==> src/rtl/bitstream_rx_pkg.sv <==
// Shared constants, FSM encodings and types for the bitstream byte receiver.
package bitstream_rx_pkg;

    // Datapath geometry
    localparam int BYTE_WIDTH   = 8;
    localparam int MAX_BYTES_IN = 5;
    localparam int FIFO_DEPTH   = 16;
    localparam int ADDR_WIDTH   = 4;

    // Byte-count encoding on in_flag_bitstream: 0..5 legal, 6 and 7 illegal
    localparam logic [2:0] CNT_NONE = 3'd0;
    localparam logic [2:0] CNT_MAX  = 3'd5;

    // Receiver FSM encodings
    localparam logic [1:0] ST_IDLE   = 2'd0;  // nothing accepted yet
    localparam logic [1:0] ST_STREAM = 2'd1;  // bytes flowing, end not seen
    localparam logic [1:0] ST_DRAIN  = 2'd2;  // end marked, emptying buffer
    localparam logic [1:0] ST_DONE   = 2'd3;  // final byte consumed

    // One cycle of encoder output, in_bit_1 in lane 0
    typedef logic [MAX_BYTES_IN-1:0][BYTE_WIDTH-1:0] byte_group_t;

    typedef struct packed {
        logic [2:0]  n;
        logic        last;
        byte_group_t bytes;
    } push_req_t;

    // Count values 6 and 7 carry no meaning and must be flagged
    function automatic logic cnt_legal(input logic [2:0] n);
        return n <= CNT_MAX;
    endfunction

endpackage

==> src/rtl/mw_byte_fifo.sv <==
// Circular byte buffer: up to MAX_BYTES_IN writes per cycle, one read per
// cycle, first-word-fall-through head. The caller guarantees wr_n fits.
module mw_byte_fifo #(
    parameter int BYTE_WIDTH   = bitstream_rx_pkg::BYTE_WIDTH,
    parameter int MAX_BYTES_IN = bitstream_rx_pkg::MAX_BYTES_IN,
    parameter int FIFO_DEPTH   = bitstream_rx_pkg::FIFO_DEPTH,
    parameter int ADDR_WIDTH   = bitstream_rx_pkg::ADDR_WIDTH
) (
    input  logic                                    clock_gating_flag_first,
    input  logic                                    clock_gating_flag_first_rst,
    input  logic [2:0]                              wr_n,
    input  logic [MAX_BYTES_IN-1:0][BYTE_WIDTH-1:0] wr_data,
    input  logic                                    rd_en,
    output logic [BYTE_WIDTH-1:0]                   rd_data,
    output logic [ADDR_WIDTH-1:0]                   wr_ptr,
    output logic [ADDR_WIDTH-1:0]                   rd_ptr,
    output logic [ADDR_WIDTH:0]                     count
);
    import bitstream_rx_pkg::*;

    localparam int CW = ADDR_WIDTH + 1;

    logic [BYTE_WIDTH-1:0] mem [FIFO_DEPTH];
    logic                  rd_fire;

    // A read of an empty buffer is a no-op rather than a pointer slip
    assign rd_fire = rd_en && (count != '0);
    assign rd_data = mem[rd_ptr];

    // Lane i lands at wr_ptr+i; the address wraps on its own
    always_ff @(posedge clock_gating_flag_first) begin
        for (int i = 0; i < MAX_BYTES_IN; i++) begin
            if (i < int'(wr_n))
                mem[wr_ptr + ADDR_WIDTH'(i)] <= wr_data[i];
        end
    end

    // Pointers and occupancy; count uses the pre-pop value plus the net change
    always_ff @(posedge clock_gating_flag_first or posedge clock_gating_flag_first_rst) begin
        if (clock_gating_flag_first_rst) begin
            wr_ptr <= '0;
            rd_ptr <= '0;
            count  <= '0;
        end else begin
            wr_ptr <= wr_ptr + ADDR_WIDTH'(wr_n);
            rd_ptr <= rd_ptr + ADDR_WIDTH'(rd_fire);
            count  <= count + CW'(wr_n) - CW'(rd_fire);
        end
    end

endmodule

==> src/rtl/bitstream_byte_receiver.sv <==
// Far end of the encoder bitstream link: takes 0..5 bytes per cycle, buffers
// them and serialises one byte per cycle with end-of-stream marking.
module bitstream_byte_receiver #(
    parameter int BYTE_WIDTH   = bitstream_rx_pkg::BYTE_WIDTH,
    parameter int MAX_BYTES_IN = bitstream_rx_pkg::MAX_BYTES_IN,
    parameter int FIFO_DEPTH   = bitstream_rx_pkg::FIFO_DEPTH,
    parameter int ADDR_WIDTH   = bitstream_rx_pkg::ADDR_WIDTH
) (
    input  logic                  clock_gating_flag_first,
    input  logic                  clock_gating_flag_first_rst,
    input  logic [BYTE_WIDTH-1:0] in_bit_1,
    input  logic [BYTE_WIDTH-1:0] in_bit_2,
    input  logic [BYTE_WIDTH-1:0] in_bit_3,
    input  logic [BYTE_WIDTH-1:0] in_bit_4,
    input  logic [BYTE_WIDTH-1:0] in_bit_5,
    input  logic [2:0]            in_flag_bitstream,
    input  logic                  in_flag_last,
    output logic                  in_ready,
    output logic [BYTE_WIDTH-1:0] out_byte,
    output logic                  out_valid,
    input  logic                  out_ready,
    output logic                  out_last,
    output logic [ADDR_WIDTH:0]   fill_level,
    output logic                  err_overflow,
    output logic                  err_count,
    output logic                  done
);
    import bitstream_rx_pkg::*;

    localparam int CW = ADDR_WIDTH + 1;

    logic [1:0]                              state;
    logic [MAX_BYTES_IN-1:0][BYTE_WIDTH-1:0] in_group;
    logic [ADDR_WIDTH-1:0]                   wr_ptr, rd_ptr, last_ptr;
    logic                                    last_valid;
    logic [CW-1:0]                           count, free, count_after_pop;
    logic [BYTE_WIDTH-1:0]                   head_byte;
    logic [2:0]                              wr_n;
    logic                                    active, cnt_ok, has_bytes, fits;
    logic                                    push_ok, drop_grp, pop;

    assign in_group = {in_bit_5, in_bit_4, in_bit_3, in_bit_2, in_bit_1};

    // Inputs only matter before the end of stream has been seen
    assign active    = (state == ST_IDLE) || (state == ST_STREAM);
    assign cnt_ok    = cnt_legal(in_flag_bitstream);
    assign has_bytes = in_flag_bitstream != CNT_NONE;

    // Space is judged on the pre-pop count, so a group never relies on the
    // byte leaving this same cycle
    assign free     = CW'(FIFO_DEPTH) - count;
    assign fits     = CW'(in_flag_bitstream) <= free;
    assign push_ok  = active && cnt_ok && has_bytes && fits;
    assign drop_grp = active && cnt_ok && has_bytes && !fits;
    assign wr_n     = push_ok ? in_flag_bitstream : CNT_NONE;

    assign in_ready   = free >= CW'(MAX_BYTES_IN);
    assign fill_level = count;

    // Output side: DONE hides anything left, empty head reads as zero
    assign out_valid = (count != '0) && (state != ST_DONE);
    assign pop       = out_valid && out_ready;
    assign out_byte  = out_valid ? head_byte : '0;
    assign out_last  = out_valid && last_valid && (rd_ptr == last_ptr);
    assign done      = state == ST_DONE;

    assign count_after_pop = count - CW'(pop);

    mw_byte_fifo #(
        .BYTE_WIDTH   (BYTE_WIDTH),
        .MAX_BYTES_IN (MAX_BYTES_IN),
        .FIFO_DEPTH   (FIFO_DEPTH),
        .ADDR_WIDTH   (ADDR_WIDTH)
    ) u_fifo (
        .clock_gating_flag_first     (clock_gating_flag_first),
        .clock_gating_flag_first_rst (clock_gating_flag_first_rst),
        .wr_n                        (wr_n),
        .wr_data                     (in_group),
        .rd_en                       (pop),
        .rd_data                     (head_byte),
        .wr_ptr                      (wr_ptr),
        .rd_ptr                      (rd_ptr),
        .count                       (count)
    );

    // Stream FSM and end-of-stream pointer. On a last cycle without new bytes
    // the newest stored byte becomes the final one; if nothing will remain
    // after this cycle's pop there is no byte left to mark, so finish at once.
    always_ff @(posedge clock_gating_flag_first or posedge clock_gating_flag_first_rst) begin
        if (clock_gating_flag_first_rst) begin
            state      <= ST_IDLE;
            last_ptr   <= '0;
            last_valid <= 1'b0;
        end else begin
            case (state)
                ST_IDLE, ST_STREAM: begin
                    if (in_flag_last) begin
                        if (push_ok) begin
                            last_ptr   <= wr_ptr + ADDR_WIDTH'(in_flag_bitstream) - ADDR_WIDTH'(1);
                            last_valid <= 1'b1;
                            state      <= ST_DRAIN;
                        end else if (count_after_pop != '0) begin
                            last_ptr   <= wr_ptr - ADDR_WIDTH'(1);
                            last_valid <= 1'b1;
                            state      <= ST_DRAIN;
                        end else begin
                            state      <= ST_DONE;
                        end
                    end else if (push_ok) begin
                        state <= ST_STREAM;
                    end
                end
                ST_DRAIN: begin
                    if (pop && out_last)
                        state <= ST_DONE;
                end
                default: begin
                    state <= ST_DONE;
                end
            endcase
        end
    end

    // Sticky error flags, frozen once the stream has ended
    always_ff @(posedge clock_gating_flag_first or posedge clock_gating_flag_first_rst) begin
        if (clock_gating_flag_first_rst) begin
            err_overflow <= 1'b0;
            err_count    <= 1'b0;
        end else begin
            if (drop_grp)
                err_overflow <= 1'b1;
            if (active && !cnt_ok)
                err_count <= 1'b1;
        end
    end

endmodule

==> config.mk <==
export PLATFORM = sky130hd
export DESIGN_NAME = bitstream_byte_receiver
export DESIGN_NICKNAME = d
export VERILOG_FILES = /design/src/rtl/bitstream_rx_pkg.sv /design/src/rtl/mw_byte_fifo.sv /design/src/rtl/bitstream_byte_receiver.sv
export SDC_FILE = /design/constraint.sdc
export NUM_CORES = 1
export LEC_CHECK = 0
export CORE_MARGIN = 2
export CORE_UTILIZATION = 40
export DETAILED_ROUTE_END_ITERATION = 12
export HOLD_SLACK_MARGIN = 0.02
export SLEW_MARGIN = 15
export SYNTH_ARGS = -nofsm -noshare
export SYNTH_HDL_FRONTEND = slang
export SYNTH_HIERARCHICAL = 1
export SYNTH_SLANG_ARGS = --single-unit
==> constraint.sdc <==
create_clock -name clock_gating_flag_first -period 11.35 [get_ports clock_gating_flag_first]
set_input_delay 2.8375 -clock clock_gating_flag_first [delete_from_list [all_inputs] [get_ports clock_gating_flag_first]]
set_output_delay 2.8375 -clock clock_gating_flag_first [all_outputs]
set_load 0.01 [all_outputs]
==> impl_metrics.env <==
export IMPL_die_y_um=184
export IMPL_yosysTopAreaCell="edfxtp_1"
export IMPL_finalNonFillerCells=1771
export IMPL_seq_area_um2=4400
export IMPL_wl_per_cell_um=35.9
export IMPL_critPathMaxFanout=14
export IMPL_post_route_min_period_ns=7.56
export IMPL_synth_simple_area_share=0.177
export IMPL_post_cts_buffers=0
export IMPL_synth_yosys_warnings=6
export IMPL_drive_gt1_frac=0.139
export IMPL_final_hold_viol_count=0
export IMPL_status="complete, no violations"
export IMPL_p_per_area_nw_per_um2=179
export IMPL_clk_pin_slew_ns=0.07
export IMPL_final_common_cell="edfxtp_1"
export IMPL_finClkSkew_ns=0.0106
export IMPL_dp_hpwl_mm=42.9
export IMPL_grt_pass1_wl_mm=89.6
export IMPL_synth_nets=1435
export IMPL_peakVddDrop_mv=0.155
export IMPL_cpPeakStageDelay_ns=0.86
export IMPL_dr_pass1_iters=6
export IMPL_ys_seq_elements=150
export IMPL_fmax_mhz=132
export IMPL_finalCritPeriodShare=0.666
export IMPL_synth_adder_area_share=0.0298
export IMPL_maxCapViolations=0
export IMPL_synth_main_ff_cell="edfxtp_1"
export IMPL_via_per_inst=7.47
export IMPL_cp_data_required_time_ns=11.45
export IMPL_synthTopCellsByArea="edfxtp_1, mux4_2, dfrtp_1"
export IMPL_cts_sinks=150
export IMPL_finalPower_mw=2.56
export IMPL_hp_class="gate -> gate"
export IMPL_synth_top_cell_area_share=0.298
export IMPL_worst_slew_pin_slew_ns=1.19
export IMPL_grt_max_degree=43
export IMPL_maxSlewHeadroom=0.207
export IMPL_final_area_um2=14300
export IMPL_slowest_stage="nor3_1"
export IMPL_ios=66
export IMPL_placed_cell_area_um2=13800
export IMPL_cts_path_max_buffers=2
export IMPL_drc=0
export IMPL_multi_input_area_um2=7700
export IMPL_n_antenna_cell=0
export IMPL_fp_coreArea_um2=31700
export IMPL_cts_tree="built"
export IMPL_grt_overflow=0
export IMPL_io_buffers=65
export IMPL_crit_type="in -> gate"
export IMPL_cp_start_kind="primary input"
export IMPL_routed_wl_mm=63.6
export IMPL_dp_cells=1739
export IMPL_end_kind="clock gate"
export IMPL_slew_violations=0
export IMPL_utilization=0.451
export IMPL_final_cell_mix="edfxtp_1, nor2_1, nand2_1"
export IMPL_pre_cts_slack_ns=3.50
export IMPL_leakagePower_nw=5.17
export IMPL_clk_latency_ns=0.46
export IMPL_num_rows=65
export IMPL_setup_slack_ns=3.79
export IMPL_numCtsBuffers=17
export IMPL_cts_resized=0
export IMPL_grt_usage=0.377
export IMPL_final_antenna_net_count=0
export IMPL_ys_types=98
export IMPL_antenna_found_initial=2
export IMPL_htreeDepth=4
export IMPL_gp_congestion=1.06
export IMPL_ys_seq_area_frac=0.340
export IMPL_floorplan_initialDensity=0.407
export IMPL_die_area_um2=33700
export IMPL_netlist_area_um2=12900
export IMPL_synth_compound_area_frac=0.245
export IMPL_cts_hold_repair_buffers=0
export IMPL_cp_cell_sequence="clkdlybuf4s50_1 -> ha_1 -> a211o_1 -> and3_2 -> nor3_1 -> or2_1 -> nand3_1 -> nor2_1 -> or2_2 -> nand4b_1"
export IMPL_synthXorXnorAreaFrac=0.0171
export IMPL_die_width_um=184
export IMPL_clockRootBuffer="clkbuf_16"
export IMPL_async_flop_share=0.147
export IMPL_synth_top_family_by_area="compound AO/OA/AOI/OAI gates"
export IMPL_syn_avg_cell_area_um2=9.51
export IMPL_syn_inst=1359
export IMPL_synth_edff_count=128
export IMPL_vias=13200
export IMPL_drtIter0Drc=2663
export IMPL_grt_pass1_vias=12300
export IMPL_setup_tns_final_ns=0
export IMPL_setup_viol=0
export IMPL_crit_arrival_ns=7.66
export IMPL_hold_ws_ns=0.478
export IMPL_final_nets=1432
export IMPL_area_growth_pct=10.8
export IMPL_fillers=3054
export IMPL_synth_area_mux_share=0.126
export IMPL_rsz0062_at_grt="no"
## kinds of logic (layout without fill, tap and decap cells)
kind of cell	Yosys count	count (layout)
AOI/OAI and AO/OA	439	439
muxes	111	111
xor gates and xnor gates	21	21
and+or+nand+nor	431	431
DFF	150	150
adders and majority gates	29	29
buffers and inverters	178	188
## synthesized netlist by cell type (19+ instances only)
master	count
edfxtp_1	128
nor2_1	116
nand2_1	111
a21oi_1	69
clkbuf_1	64
o21ai_0	59
mux2i_1	53
inv_1	46
a22oi_1	43
mux4_2	40
buf_2	37
nand3_1	37
o22ai_1	34
a221oi_1	27
nor3_1	27
ha_1	26
a221o_1	22
dfrtp_1	22
and3_1	21
and2_1	19
## cell type report
type	instances	share of cell area
clock buffers	18	0.0300
clock inverters	14	0.00813
inverters	46	0.0121
multi-input cells	1031	0.538
flip-flops and latches	150	0.307
well taps	402	0.0352
repair buffers	110	0.0691
## registers in the layout, summed over array words and instances (netlist names)
register       cells
last_valid         1
u_fifo/count       5
err_overflow       1
err_count          1
state              2
last_ptr           4
u_fifo/rd_ptr      4
u_fifo/mem       128
u_fifo/wr_ptr      4
## layer usage
metal | vias up | share of wire | track usage
met2 | 1263 | 0.41 | 0.543
met4 | 4 | 0.085 | 0.258
met1 | 6313 | 0.35 | 0.471
met5 | - | 0.00036 | 0
met3 | 349 | 0.15 | 0.134
li1 | 5299 | - | -
## final timing paths
check / startpoint / endpoint / slack, ns / depth (start not counted)
worst max-delay path: in_flag_bitstream[1] / u_fifo/mem[10][4] / 3.79 / 10
worst min-delay path: last_valid / last_valid / 0.48 / 1
worst max register to register: u_fifo/count[0] / u_fifo/mem[10][4] / 5.78 / 12
worst min register to register: last_valid / last_valid / 0.48 / 1
max in group asynchronous: clock_gating_flag_first_rst / u_fifo/rd_ptr[0] / 8.16 / 2
min in group asynchronous: clock_gating_flag_first_rst / state[0] / 2.69 / 2
## critical path: cells and delay by family
| kind | cells | cell delay (ns) |
|---|---|---|
| buffers and inverters | 1 | 0.51 |
| AND/OR/NAND/NOR | 7 | 3.61 |
| adder cells (fa/ha/maj) | 1 | 0.35 |
| AO/OA/AOI/OAI | 1 | 0.34 |
## report_power, final
part	leakage, nW	internal [mW]	switching [mW]
Sequential	1.41	0.629	0.0626
Clock	0.257	0.284	0.259
Combinational	3.50	0.459	0.863
Total	5.17	1.37	1.18
Note: power is estimated with default switching activity, not from simulation.
